--- config.mk ---
export PLATFORM = sky130hd
export DESIGN_NAME = sprite_palette_engine_flat
export DESIGN_NICKNAME = d
export VERILOG_FILES = /design/src/rtl/sprite_palette_engine_if.sv /design/src/rtl/sprite_palette_engine.sv /design/src/flat_wrapper.sv
export SDC_FILE = /design/constraint.sdc
export NUM_CORES = 1
export LEC_CHECK = 0
export ABC_AREA = 1
export CAP_MARGIN = 20
export CORE_MARGIN = 2
export CORE_UTILIZATION = 55
export DETAILED_ROUTE_END_ITERATION = 10
export PLACE_DENSITY = 0.72
export SLEW_MARGIN = 20
export SYNTH_ARGS = -nofsm -noshare
export SYNTH_HDL_FRONTEND = slang
export SYNTH_SLANG_ARGS = --single-unit
--- constraint.sdc ---
create_clock -name Clk -period 3.78 [get_ports Clk]
set_clock_uncertainty 0.15 [all_clocks]
set_input_delay 0.756 -clock Clk [delete_from_list [all_inputs] [get_ports Clk]]
set_output_delay 0.756 -clock Clk [all_outputs]
set_load 0.05 [all_outputs]
--- src/rtl/sprite_palette_engine_if.sv ---
// sprite_palette_engine_if
//   Bundles the pixel lookup request, palette write port, frame/flash
//   controls and the colored pixel result of sprite_palette_engine.
//   master: sprite address generator / control side (drives requests)
//   slave : the palette engine itself
interface sprite_palette_engine_if #(
    parameter int unsigned INDEX_W = 4,
    parameter int unsigned COLOR_W = 4,
    parameter int unsigned NUM_PAL = 4
);
    localparam int unsigned PAL_W = $clog2(NUM_PAL);

    // lookup request
    logic                 pix_valid_in;
    logic [PAL_W-1:0]     pal_sel;
    logic [INDEX_W-1:0]   index;
    logic [1:0]           dim;
    // palette write port
    logic                 wr_en;
    logic [PAL_W-1:0]     wr_pal;
    logic [INDEX_W-1:0]   wr_idx;
    logic [3*COLOR_W-1:0] wr_data;
    // effect timing
    logic                 frame_start;
    logic                 flash_start;
    // result
    logic [COLOR_W-1:0]   red;
    logic [COLOR_W-1:0]   green;
    logic [COLOR_W-1:0]   blue;
    logic                 transparent;
    logic                 pix_valid_out;
    logic                 flash_busy;

    modport master (
        output pix_valid_in, pal_sel, index, dim,
        output wr_en, wr_pal, wr_idx, wr_data,
        output frame_start, flash_start,
        input  red, green, blue, transparent, pix_valid_out, flash_busy
    );

    modport slave (
        input  pix_valid_in, pal_sel, index, dim,
        input  wr_en, wr_pal, wr_idx, wr_data,
        input  frame_start, flash_start,
        output red, green, blue, transparent, pix_valid_out, flash_busy
    );
endinterface

--- src/rtl/sprite_palette_engine.sv ---
// sprite_palette_engine
//   Multi-bank writable sprite palette. A {pal_sel,index} lookup passes a
//   2-stage pipeline (RAM read, then color shaping) and emerges as RGB plus a
//   transparency flag, with per-pixel dimming and a frame-timed hit flash.
//   Ports:
//     Clk, Reset : clock, synchronous active-high reset
//     bus        : sprite_palette_engine_if.slave
//                  lookup (pix_valid_in/pal_sel/index/dim), write port
//                  (wr_en/wr_pal/wr_idx/wr_data), frame_start/flash_start,
//                  result (red/green/blue/transparent/pix_valid_out),
//                  flash_busy
module sprite_palette_engine #(
    parameter int unsigned INDEX_W      = 4,
    parameter int unsigned COLOR_W      = 4,
    parameter int unsigned NUM_PAL      = 4,
    parameter int unsigned TRANSP_IDX   = 1,
    parameter logic [3*COLOR_W-1:0] FLASH_RGB = 12'hFFF,
    parameter int unsigned FLASH_FRAMES = 4,
    parameter int unsigned FLASH_BLINKS = 3
) (
    input logic Clk,
    input logic Reset,
    sprite_palette_engine_if.slave bus
);
    localparam int unsigned PAL_W = $clog2(NUM_PAL);
    localparam int unsigned DEPTH = NUM_PAL << INDEX_W;
    localparam int unsigned RGB_W = 3 * COLOR_W;
    localparam int unsigned PH_W  = $clog2(FLASH_FRAMES + 1);
    localparam int unsigned TG_W  = $clog2(2 * FLASH_BLINKS);

    localparam logic [PH_W-1:0] PH_LOAD = PH_W'(FLASH_FRAMES - 1);
    localparam logic [TG_W-1:0] TG_LOAD = TG_W'(2 * FLASH_BLINKS - 1);

    typedef enum logic [1:0] {IDLE, ON, OFF} flash_state_t;

    // palette storage (never reset)
    logic [RGB_W-1:0] mem [DEPTH];
    logic [RGB_W-1:0] s1_rgb;

    // stage 1
    logic             s1_valid;
    logic [1:0]       s1_dim;
    logic             s1_transp;

    // stage 2 / outputs
    logic [RGB_W-1:0] out_rgb;
    logic             out_transp;
    logic             out_valid;

    // flash FSM
    flash_state_t     state;
    logic [PH_W-1:0]  phase_cnt;
    logic [TG_W-1:0]  toggles;
    logic             busy;

    // Read and write share one edge; the read sees the pre-write word.
    always_ff @(posedge Clk) begin
        if (bus.wr_en)
            mem[{bus.wr_pal, bus.wr_idx}] <= bus.wr_data;
        s1_rgb <= mem[{bus.pal_sel, bus.index}];
    end

    always_ff @(posedge Clk) begin
        if (Reset) begin
            s1_valid   <= 1'b0;
            s1_dim     <= '0;
            s1_transp  <= 1'b0;
            out_rgb    <= '0;
            out_transp <= 1'b0;
            out_valid  <= 1'b0;
        end else begin
            s1_valid  <= bus.pix_valid_in;
            s1_dim    <= bus.dim;
            s1_transp <= (bus.index == INDEX_W'(TRANSP_IDX));

            out_valid <= s1_valid;
            // Outputs only move on a valid pixel; otherwise they hold.
            if (s1_valid) begin
                out_transp <= s1_transp;
                if (s1_transp)
                    out_rgb <= s1_rgb;
                else if (state == ON)
                    out_rgb <= FLASH_RGB;
                else
                    out_rgb <= {s1_rgb[3*COLOR_W-1 -: COLOR_W] >> s1_dim,
                                s1_rgb[2*COLOR_W-1 -: COLOR_W] >> s1_dim,
                                s1_rgb[COLOR_W-1   -: COLOR_W] >> s1_dim};
            end
        end
    end

    // ON/OFF phases of FLASH_FRAMES frames each; the last phase is OFF.
    always_ff @(posedge Clk) begin
        if (Reset) begin
            state     <= IDLE;
            phase_cnt <= '0;
            toggles   <= '0;
            busy      <= 1'b0;
        end else if (bus.flash_start) begin
            state     <= ON;
            phase_cnt <= PH_LOAD;
            toggles   <= TG_LOAD;
            busy      <= 1'b1;
        end else if (bus.frame_start && state != IDLE) begin
            if (phase_cnt != '0) begin
                phase_cnt <= phase_cnt - 1'b1;
            end else if (toggles == '0) begin
                state <= IDLE;
                busy  <= 1'b0;
            end else begin
                state     <= (state == ON) ? OFF : ON;
                toggles   <= toggles - 1'b1;
                phase_cnt <= PH_LOAD;
            end
        end
    end

    assign bus.red           = out_rgb[3*COLOR_W-1 -: COLOR_W];
    assign bus.green         = out_rgb[2*COLOR_W-1 -: COLOR_W];
    assign bus.blue          = out_rgb[COLOR_W-1   -: COLOR_W];
    assign bus.transparent   = out_transp;
    assign bus.pix_valid_out = out_valid;
    assign bus.flash_busy    = busy;
endmodule
--- src/flat_wrapper.sv ---
// flat-port wrapper written by rule: the top's interface ports become plain ports
module sprite_palette_engine_flat 
#(
    parameter int unsigned INDEX_W      = 4,
    parameter int unsigned COLOR_W      = 4,
    parameter int unsigned NUM_PAL      = 4,
    parameter int unsigned TRANSP_IDX   = 1,
    parameter logic [3*COLOR_W-1:0] FLASH_RGB = 12'hFFF,
    parameter int unsigned FLASH_FRAMES = 4,
    parameter int unsigned FLASH_BLINKS = 3
)
  (Clk, Reset, bus_pix_valid_in, bus_pal_sel, bus_index, bus_dim, bus_wr_en, bus_wr_pal, bus_wr_idx, bus_wr_data, bus_frame_start, bus_flash_start, bus_red, bus_green, bus_blue, bus_transparent, bus_pix_valid_out, bus_flash_busy);
  sprite_palette_engine_if #(.INDEX_W(INDEX_W), .COLOR_W(COLOR_W), .NUM_PAL(NUM_PAL)) bus_i ();
  input logic Clk;
  input logic Reset;
  input wire logic [$bits(bus_i.pix_valid_in)-1:0] bus_pix_valid_in;
  input wire logic [$bits(bus_i.pal_sel)-1:0] bus_pal_sel;
  input wire logic [$bits(bus_i.index)-1:0] bus_index;
  input wire logic [$bits(bus_i.dim)-1:0] bus_dim;
  input wire logic [$bits(bus_i.wr_en)-1:0] bus_wr_en;
  input wire logic [$bits(bus_i.wr_pal)-1:0] bus_wr_pal;
  input wire logic [$bits(bus_i.wr_idx)-1:0] bus_wr_idx;
  input wire logic [$bits(bus_i.wr_data)-1:0] bus_wr_data;
  input wire logic [$bits(bus_i.frame_start)-1:0] bus_frame_start;
  input wire logic [$bits(bus_i.flash_start)-1:0] bus_flash_start;
  output wire logic [$bits(bus_i.red)-1:0] bus_red;
  output wire logic [$bits(bus_i.green)-1:0] bus_green;
  output wire logic [$bits(bus_i.blue)-1:0] bus_blue;
  output wire logic [$bits(bus_i.transparent)-1:0] bus_transparent;
  output wire logic [$bits(bus_i.pix_valid_out)-1:0] bus_pix_valid_out;
  output wire logic [$bits(bus_i.flash_busy)-1:0] bus_flash_busy;
  assign bus_i.pix_valid_in = bus_pix_valid_in;
  assign bus_i.pal_sel = bus_pal_sel;
  assign bus_i.index = bus_index;
  assign bus_i.dim = bus_dim;
  assign bus_i.wr_en = bus_wr_en;
  assign bus_i.wr_pal = bus_wr_pal;
  assign bus_i.wr_idx = bus_wr_idx;
  assign bus_i.wr_data = bus_wr_data;
  assign bus_i.frame_start = bus_frame_start;
  assign bus_i.flash_start = bus_flash_start;
  assign bus_red = bus_i.red;
  assign bus_green = bus_i.green;
  assign bus_blue = bus_i.blue;
  assign bus_transparent = bus_i.transparent;
  assign bus_pix_valid_out = bus_i.pix_valid_out;
  assign bus_flash_busy = bus_i.flash_busy;
  sprite_palette_engine #(.INDEX_W(INDEX_W), .COLOR_W(COLOR_W), .NUM_PAL(NUM_PAL), .TRANSP_IDX(TRANSP_IDX), .FLASH_RGB(FLASH_RGB), .FLASH_FRAMES(FLASH_FRAMES), .FLASH_BLINKS(FLASH_BLINKS)) u_core (.Clk(Clk), .Reset(Reset), .bus(bus_i));
endmodule
## Word-level counts from Yosys, hierarchy flattened

Memories as Yosys holds them, arrays and structs flattened. A register that Yosys moved wholly into a read port is not among the register bits.
Index checks and enable logic that the tools add are counted.

| storage, ports and cells | value |
|---|---|
| bits of input ports | 32 |
| memory bits (writable) | 768 |
| latch bits | 0 |
| memories | 1 |
| register bits after elaboration | 27 |
| logic and storage cells | 62 |
| memory bits (read-only) | 0 |
| output and inout bits | 15 |

| operators by class | value |
|---|---|
| multiply operators | 0 |
| bitwise logic cells | 2 |
| mux-type cells | 21 |
| eq/ne operators | 6 |
| $lt $le $gt $ge | 0 |
| $add $sub $neg | 2 |
| divide/modulo/power cells | 0 |
| shift-type cells | 3 |
| reduce and logical (&&, ||, !) cells | 14 |

Memories:

| memory | depth | bits a word | rd ports | clocked after Yosys merged registers in | wr ports | line | RTL |
|---|---|---|---|---|---|---|---|
| u_core.mem | 64 | 12 | 1 | 1 | 1 | sprite_palette_engine.sv:37 | `logic [RGB_W-1:0] mem [DEPTH];` |

Operators with widths:

| kind | number |
|---|---|
| $mux 12 | 2 |
| $mux 3 | 6 |
| $shr 4x2->4 | 3 |
| $mux 1 | 9 |
| $reduce_and 3->1 | 3 |
| $mux 2 | 4 |
| $reduce_and 2->1 | 4 |
| $reduce_bool 2->1 | 3 |
| $sub 3x1->3 const B | 2 |
| $eq 4x1->1 const B | 1 |
| $ne 2x2->1 const B | 2 |
| $logic_not 3->1 | 1 |
| $ne 3x2->1 const B | 1 |
| $reduce_bool 3->1 | 1 |
| $eq 2x1->1 const B | 1 |
| $ne 2x1->1 const B | 1 |
| $not 1->1 | 2 |
| $reduce_or 2->1 | 1 |
| $logic_and 1x1->1 | 1 |

## Logic depth before layout (Yosys ltp)

Gate-level depths: netlist of run 1.

| logic depth | value |
|---|---|
| depth after elaboration | 6 |
| mapped depth | 13 |

## Worst setup path after synthesis of run 1

OpenSTA, ideal clock, no wires.

| path | value |
|---|---|
| path type | input to register |
| start | input port bus_wr_en |
| end | memory u_core.mem[48][0] (netlist name) (enable) |
| arrival | 2503 ps |
| stages on the path | 3 |
| path buffers | 1 |
| setup time | 413 ps |
| slack | 714 ps |
| cells stage by stage | clkbuf_1 -> nand4_1 -> nor4_1 |

| between the ends | value |
|---|---|
| word-level cells in the longest chain between the ends | 2 |

RTL lines:

| what | line | RTL |
|---|---|---|
| from (decl) | flat_wrapper.sv:20 | `input wire logic [$bits(bus_i.wr_en)-1:0] bus_wr_en;` |
| $mux 1 | sprite_palette_engine.sv:58 | `if (bus.wr_en)` |
| $mux 1 (implied by the code) | sprite_palette_engine.sv:59 | `mem[{bus.wr_pal, bus.wr_idx}] <= bus.wr_data;` |
| to (decl) | sprite_palette_engine.sv:37 |  |

Every way passes these cells.

## Worst setup path after layout of run 1

| path | value |
|---|---|
| start | register u_core.out_rgb[1] |
| end | output port bus_blue[1] |

RTL lines:

| what | line | RTL |
|---|---|---|
| from (decl) | sprite_palette_engine.sv:46 | `logic [RGB_W-1:0] out_rgb;` |
| from (signal assigned) | sprite_palette_engine.sv:81 | `out_rgb <= s1_rgb;` |
| from (signal assigned) | sprite_palette_engine.sv:85 | `out_rgb <= {s1_rgb[3*COLOR_W-1 -: COLOR_W] >> s1_dim,` |
| to (decl) | flat_wrapper.sv:28 | `output wire logic [$bits(bus_i.blue)-1:0] bus_blue;` |

No word-level cell between the ends.

==> results.sh, run 1 <==
export IMPL_setup_worst_path_start="u_core.out_rgb[1]"
export IMPL_maxCapViolCount=0
export IMPL_utilization_pct=62.04
export IMPL_drtIter0Drc=3641
export IMPL_synth_ff_type="edfxtp_1"
export IMPL_drive_gt1_share_pct=7.653
export IMPL_cts_tree="built"
export IMPL_critPathTopFamily="buffers and inverters"
export IMPL_reg2reg_slack_ps=1750
export IMPL_syn2layout_area_growth_pct=11.98
export IMPL_rr_worst_depth=5
export IMPL_syn_avg_cell_area_um2=10.55
export IMPL_wirelength_um=92110
export IMPL_postRouteAntennaNets=0
export IMPL_die_w_um=252.6
export IMPL_cts_buffers=78
export IMPL_drc_errors=0
export IMPL_synth_common_cells="nand2_1, edfxtp_1, nand3_1"
export IMPL_max_freq_ghz=0.3729
export IMPL_antenna_found_initial=1
export IMPL_hold_viol_final=0
export IMPL_critPathSlowestCell="clkdlybuf4s50_1"
export IMPL_async_flop_share_pct=0
export IMPL_crit_path_end_kind="output pin"
export IMPL_yosys_warnings=0
export IMPL_yosysTopAreaCell="edfxtp_1"
export IMPL_tns_ps=0
export IMPL_slew_headroom_pct=35.58
export IMPL_num_vias=23790
export IMPL_postPlaceCellArea_mm2=0.03561
export IMPL_grt_max_degree=169
export IMPL_crit_end="bus_blue[1]"
export IMPL_synth_nets=3260
export IMPL_critPathMaxStageDelay_ps=810
export IMPL_die_y_um=252.6
export IMPL_synth_area_mm2=0.03400
export IMPL_dp_hpwl_um=55550
export IMPL_synth_distinct_cells=28
export IMPL_path_cells="clkdlybuf4s50_1"
export IMPL_synth_area_top_cells="edfxtp_1, nand2_1, nand3_1"
export IMPL_fin_crit_ps=2681
export IMPL_numPortBuffers=46
export IMPL_gp_congestion=0.9996
export IMPL_crit_path_max_fanout=2
export IMPL_hold_path_class="register to register"
export IMPL_cts_hold_buf=0
export IMPL_via_per_inst=5.736
export IMPL_final_area_mm2=0.03808
export IMPL_synth_seq_area_share_pct=70.12
export IMPL_worst_slew_pin_slew_ps=966.3
export IMPL_wl_per_cell_um=22.21
export IMPL_drv_slew=0
export IMPL_nets=3338
export IMPL_core_area_mm2=0.06137
export IMPL_cts_resized_gates=0
export IMPL_worstReg2RegEnd="u_core.out_rgb[0]"
export IMPL_finalSetupViolations=0
export IMPL_first_global_vias=22550
export IMPL_worstPathRequired_ps=2870
export IMPL_dieArea_mm2=0.06383
export IMPL_criticalPathCategory="register to output pin"
export IMPL_gr_total_overflow=0
export IMPL_period_share_pct=70.94
export IMPL_io_pins=47
export IMPL_timing_rr_start="u_core.s1_valid"
export IMPL_cts_root_buf="clkbuf_16"
export IMPL_yosys_cell_count_top_type="nand2_1"
export IMPL_power_density_mw_per_mm2=494.5
export IMPL_worst_setup_path_start_kind="register"
export IMPL_status="finished, final reports clean"
export IMPL_syn_inst=3224
export IMPL_dr_pass1_iters=7
export IMPL_synth_top_area_share_pct=67.82
export IMPL_clock_sink_count=807
export IMPL_ys_ff_latch=807
export IMPL_rows=91
export IMPL_worst_path_stages=1
export IMPL_finalHoldWorstSlack_ps=328.0
export IMPL_diodes=0
export IMPL_clk_pin_slew_ps=60
export IMPL_leakagePower_nw=15.21
export IMPL_grt_usage_pct=29.03
export IMPL_cts_buffer_depth=3
export IMPL_arrival_ps=1780
export IMPL_post_cts_setup_buffer_count=0
export IMPL_insertion_delay_ps=620
export IMPL_start_util_pct=55.41
export IMPL_synth_edf_count=768
export IMPL_cts_htree_levels=3
export IMPL_crit_buf_inv=1
export IMPL_rsz0062_at_grt="no"
export IMPL_p_total_w=0.01883
export IMPL_ir_worst_vdd_mv=0.3314
export IMPL_grt_pass1_wl_um=137400
-- placed cells by master, fill, tap and decap left out, drive strengths merged --
cell type and n:
nand3 387, o21ai 36, clkinv 23, dfxtp 39, nand4 9, a211oi 2, nor3 1, ha 4
o221ai 8, clkdlybuf4s50 30, a21oi 46, nor4 9, nor2 226, nand2 1205, o211ai 7, clkbuf 103
nand3b 1, buf 134, a31oi 3, clkinvlp 5, inv 304, edfxtp 768, o2111ai 3, bufinv 5
-- report_power, final --
group / switching [W] / internal (W)
combinational: 0.000966 / 0.000322
sequential: 0.0000571 / 0.00987
clock: 0.00325 / 0.00436
-- flip-flops by register name, indices dropped and copies added (netlist names) --
name / flops
u_core.mem: 768
u_core.out_rgb: 12
u_core.s1_rgb: 12
u_core.phase_cnt: 3
u_core.toggles: 3
u_core.s1_dim: 2
u_core.state: 2
u_core.bus.flash_busy: 1
u_core.bus.pix_valid_out: 1
u_core.bus.transparent: 1
u_core.s1_transp: 1
u_core.s1_valid: 1
-- cell type report --
type	instances	area, um^2
Clock inverter	33	302.8
Fill cell	4697	23290
Sequential cell	807	23840
Tap cell	790	988.4
Timing Repair Buffer	164	1481
Clock buffer	103	2161
Inverter	304	1156
Multi-Input combinational cell	1947	8144
-- how the worst min path moves through the flow --
| stage | from | to | slack (ps) | depth (start not counted) |
|---|---|---|---|---|
| 2_1_floorplan | u_core.phase_cnt[2] | u_core.phase_cnt[2] | 300 | 2 |
| 3_3_place_gp | u_core.bus.transparent | u_core.bus.transparent | 310 | 2 |
| 3_5_place_dp | u_core.bus.transparent | u_core.bus.transparent | 310 | 2 |
| 4_1_cts | u_core.bus.flash_busy | u_core.bus.flash_busy | 330 | 2 |
| 5_1_grt | u_core.bus.transparent | u_core.bus.transparent | 350 | 2 |
| 6_report | u_core.bus.flash_busy | u_core.bus.flash_busy | 330 | 2 |
-- kinds of logic after synthesis --
kind of cell               synth area share [%]
adders and majority gates                0.1472
DFF                                       70.12
AOI/OAI and AO/OA                         1.744
and+or+nand+nor                           21.91
buffers and inverters                     6.079
-- per-layer routing --
layer / track usage, % / vias up / routed length, um
li1: - / 10790 / -
met1: 40.37 / 11450 / 35880
met2: 45.04 / 1355 / 42630
met3: 5.726 / 190 / 9978
met4: 12.27 / 2 / 3605
met5: 0 / - / 18
-- through the flow --
stage / std cells / worst slack, ps
6_report: 4148 / 1099
5_1_grt: 4148 / 1059
4_1_cts: 4148 / 1073
3_5_place_dp: 4012 / 719.0
3_3_place_gp: 4012 / 713.8
2_1_floorplan: 3224 / 713.9
Note: power is estimated with default switching activity, not from simulation.
==> inputs of run 2 (changes only) <==
--- a/config.mk
+++ b/config.mk
@@ -10,7 +10,7 @@
 export CORE_MARGIN = 2
 export CORE_UTILIZATION = 55
 export DETAILED_ROUTE_END_ITERATION = 10
-export PLACE_DENSITY = 0.72
+export PLACE_DENSITY = 0.75
 export SLEW_MARGIN = 20
 export SYNTH_ARGS = -nofsm -noshare
 export SYNTH_HDL_FRONTEND = slang
==> constraint.sdc (replaced) <==
create_clock -name Clk -period 2.35 [get_ports Clk]
set_clock_uncertainty 0.15 [all_clocks]
set_input_delay 0.47 -clock Clk [delete_from_list [all_inputs] [get_ports Clk]]
set_output_delay 0.47 -clock Clk [all_outputs]
set_load 0.05 [all_outputs]
==> run 2 against run 1 <==
Die area stayed put. Critical endpoint is now bus_red[1]. Total power is 63% higher. Wire length is 3.4% lower. Clock-buffer cell count is 6 higher. First-iteration DRC count is 4.7% lower. Utilization is 1.7 points higher. Flip-flop and latch count stayed put.
==> results.sh, run 2 (synthesized netlist as in run 1, its figures left out) <==
export IMPL_status="finished, final reports clean"
export IMPL_numPortBuffers=46
export IMPL_insertion_delay_ps=640
export IMPL_clk_pin_slew_ps=60
export IMPL_hold_path_class="primary input to register"
export IMPL_grt_pass1_wl_um=132800
export IMPL_cts_root_buf="clkbuf_16"
export IMPL_instances_no_fill=4234
export IMPL_crit_path_end_kind="output pin"
export IMPL_rsz0062_at_grt="no"
export IMPL_nets=3418
export IMPL_period_share_pct=90.65
export IMPL_final_common_cell="nand2_1"
export IMPL_critPathMaxStageDelay_ps=540
export IMPL_post_cts_setup_buffer_count=0
export IMPL_diodes=0
export IMPL_cts_buffers=82
export IMPL_final_cell_mix="nand2_1, edfxtp_1, nand3_1"
export IMPL_maxCapViolCount=0
export IMPL_place_ws_ps=-26.09
export IMPL_path_cells="dlygate4sd2_1"
export IMPL_criticalPathCategory="register to output pin"
export IMPL_cts_tree="built"
export IMPL_dp_cells=4088
export IMPL_grt_max_degree=81
export IMPL_top_regs="u_core.mem: 768 flops, u_core.out_rgb: 12 flops, u_core.s1_rgb: 12 flops"
export IMPL_worst_slew_pin_slew_ps=638.5
export IMPL_finalHoldWorstSlack_ps=137.1
export IMPL_wl_per_cell_um=21.02
export IMPL_grt_usage_pct=28.10
export IMPL_gp_congestion=0.9723
export IMPL_finalWorstSetupSlack_ps=219.6
export IMPL_hold_depth=1
export IMPL_rr_worst_depth=13
export IMPL_die_w_um=252.6
export IMPL_clock_sink_count=807
export IMPL_antenna_found_initial=0
export IMPL_arrival_ps=1510
export IMPL_drtIter0Drc=3469
export IMPL_utilization_pct=63.74
export IMPL_die_y_um=252.6
export IMPL_max_freq_ghz=0.4694
export IMPL_ir_worst_vdd_mv=0.6198
export IMPL_worst_path_stages=1
export IMPL_worst_setup_path_start_kind="register"
export IMPL_drv_slew=0
export IMPL_dr_pass1_iters=7
export IMPL_finalSetupViolations=0
export IMPL_postRouteAntennaNets=0
export IMPL_cts_buffer_depth=3
export IMPL_via_per_inst=5.601
export IMPL_slew_headroom_pct=57.20
export IMPL_drive_gt1_share_pct=9.727
export IMPL_hold_viol_final=0
export IMPL_drc_errors=0
export IMPL_critPathTopFamily="buffers and inverters"
export IMPL_first_global_vias=22450
export IMPL_crit_path_max_fanout=2
export IMPL_num_vias=23720
export IMPL_gr_total_overflow=0
export IMPL_io_pins=47
export IMPL_top_register="u_core.mem"
export IMPL_dieArea_mm2=0.06383
export IMPL_crit_buf_inv=1
export IMPL_power_density_mw_per_mm2=786.7
export IMPL_cts_htree_levels=3
export IMPL_largest_reg_flops=768
export IMPL_critPathSlowestCell="dlygate4sd2_1"
export IMPL_rows=91
export IMPL_start_util_pct=55.41
export IMPL_core_area_mm2=0.06137
export IMPL_leakagePower_nw=15.83
export IMPL_dp_hpwl_um=54840
export IMPL_syn2layout_area_growth_pct=15.03
export IMPL_fin_crit_ps=2130
export IMPL_worstPathRequired_ps=1730
export IMPL_wirelength_um=88980
==> run 2: layout make-up <==
cell class	instances	area (um^2)
clock buffer	109	2227
clock inverter	37	339.1
fill	4454	22250
inverter	304	1156
multi-input combinational	1947	8144
sequential	807	23840
tap	790	988.4
timing repair buffer	240	2419
==> run 2: metrics by stage <==
stage	power (W)	setup TNS, ps	instance area, um^2
final	0.03077	0	39120
after global routing	0.03157	0	39120
after CTS	0.03085	0	39120
after detailed placement	0.01846	-880.7	36570
after global placement	0.01842	-519.4	36570
after floorplan	0.01738	-41290	34000
==> run 2: timing repair <==
item	in CTS	in global routing
gates resized for setup	15	0
hold buffers	0	0
endpoints found under the setup margin	15	0
==> run 2: worst paths after layout <==
path                                              from                     end  slack (ps)
worst max register to register     u_core.phase_cnt[0]       u_core.toggles[2]         570
worst min-delay path                    bus_wr_data[5]       u_core.mem[60][5]         140
worst max-delay path                 u_core.out_rgb[9]              bus_red[1]         220
worst min register to register  u_core.bus.transparent  u_core.bus.transparent         310
==> run 2: power breakdown <==
group	leakage [nW]	internal, W	switching [W]
Combinational	7.35	0.000651	0.00158
Sequential	7.23	0.0159	0.0000908
Clock	1.25	0.00731	0.00526
Total	15.8	0.0238	0.00693
==> run 2: metal layers <==
layer  vias to the layer above  track usage (%)  share of wire [%]
li1                      10970                -                  -
met1                     11210            38.75                 39
met2                      1305            42.92                 46
met3                       232            5.149                 10
met4                         0            14.74                5.1
met5                         -                0                  0
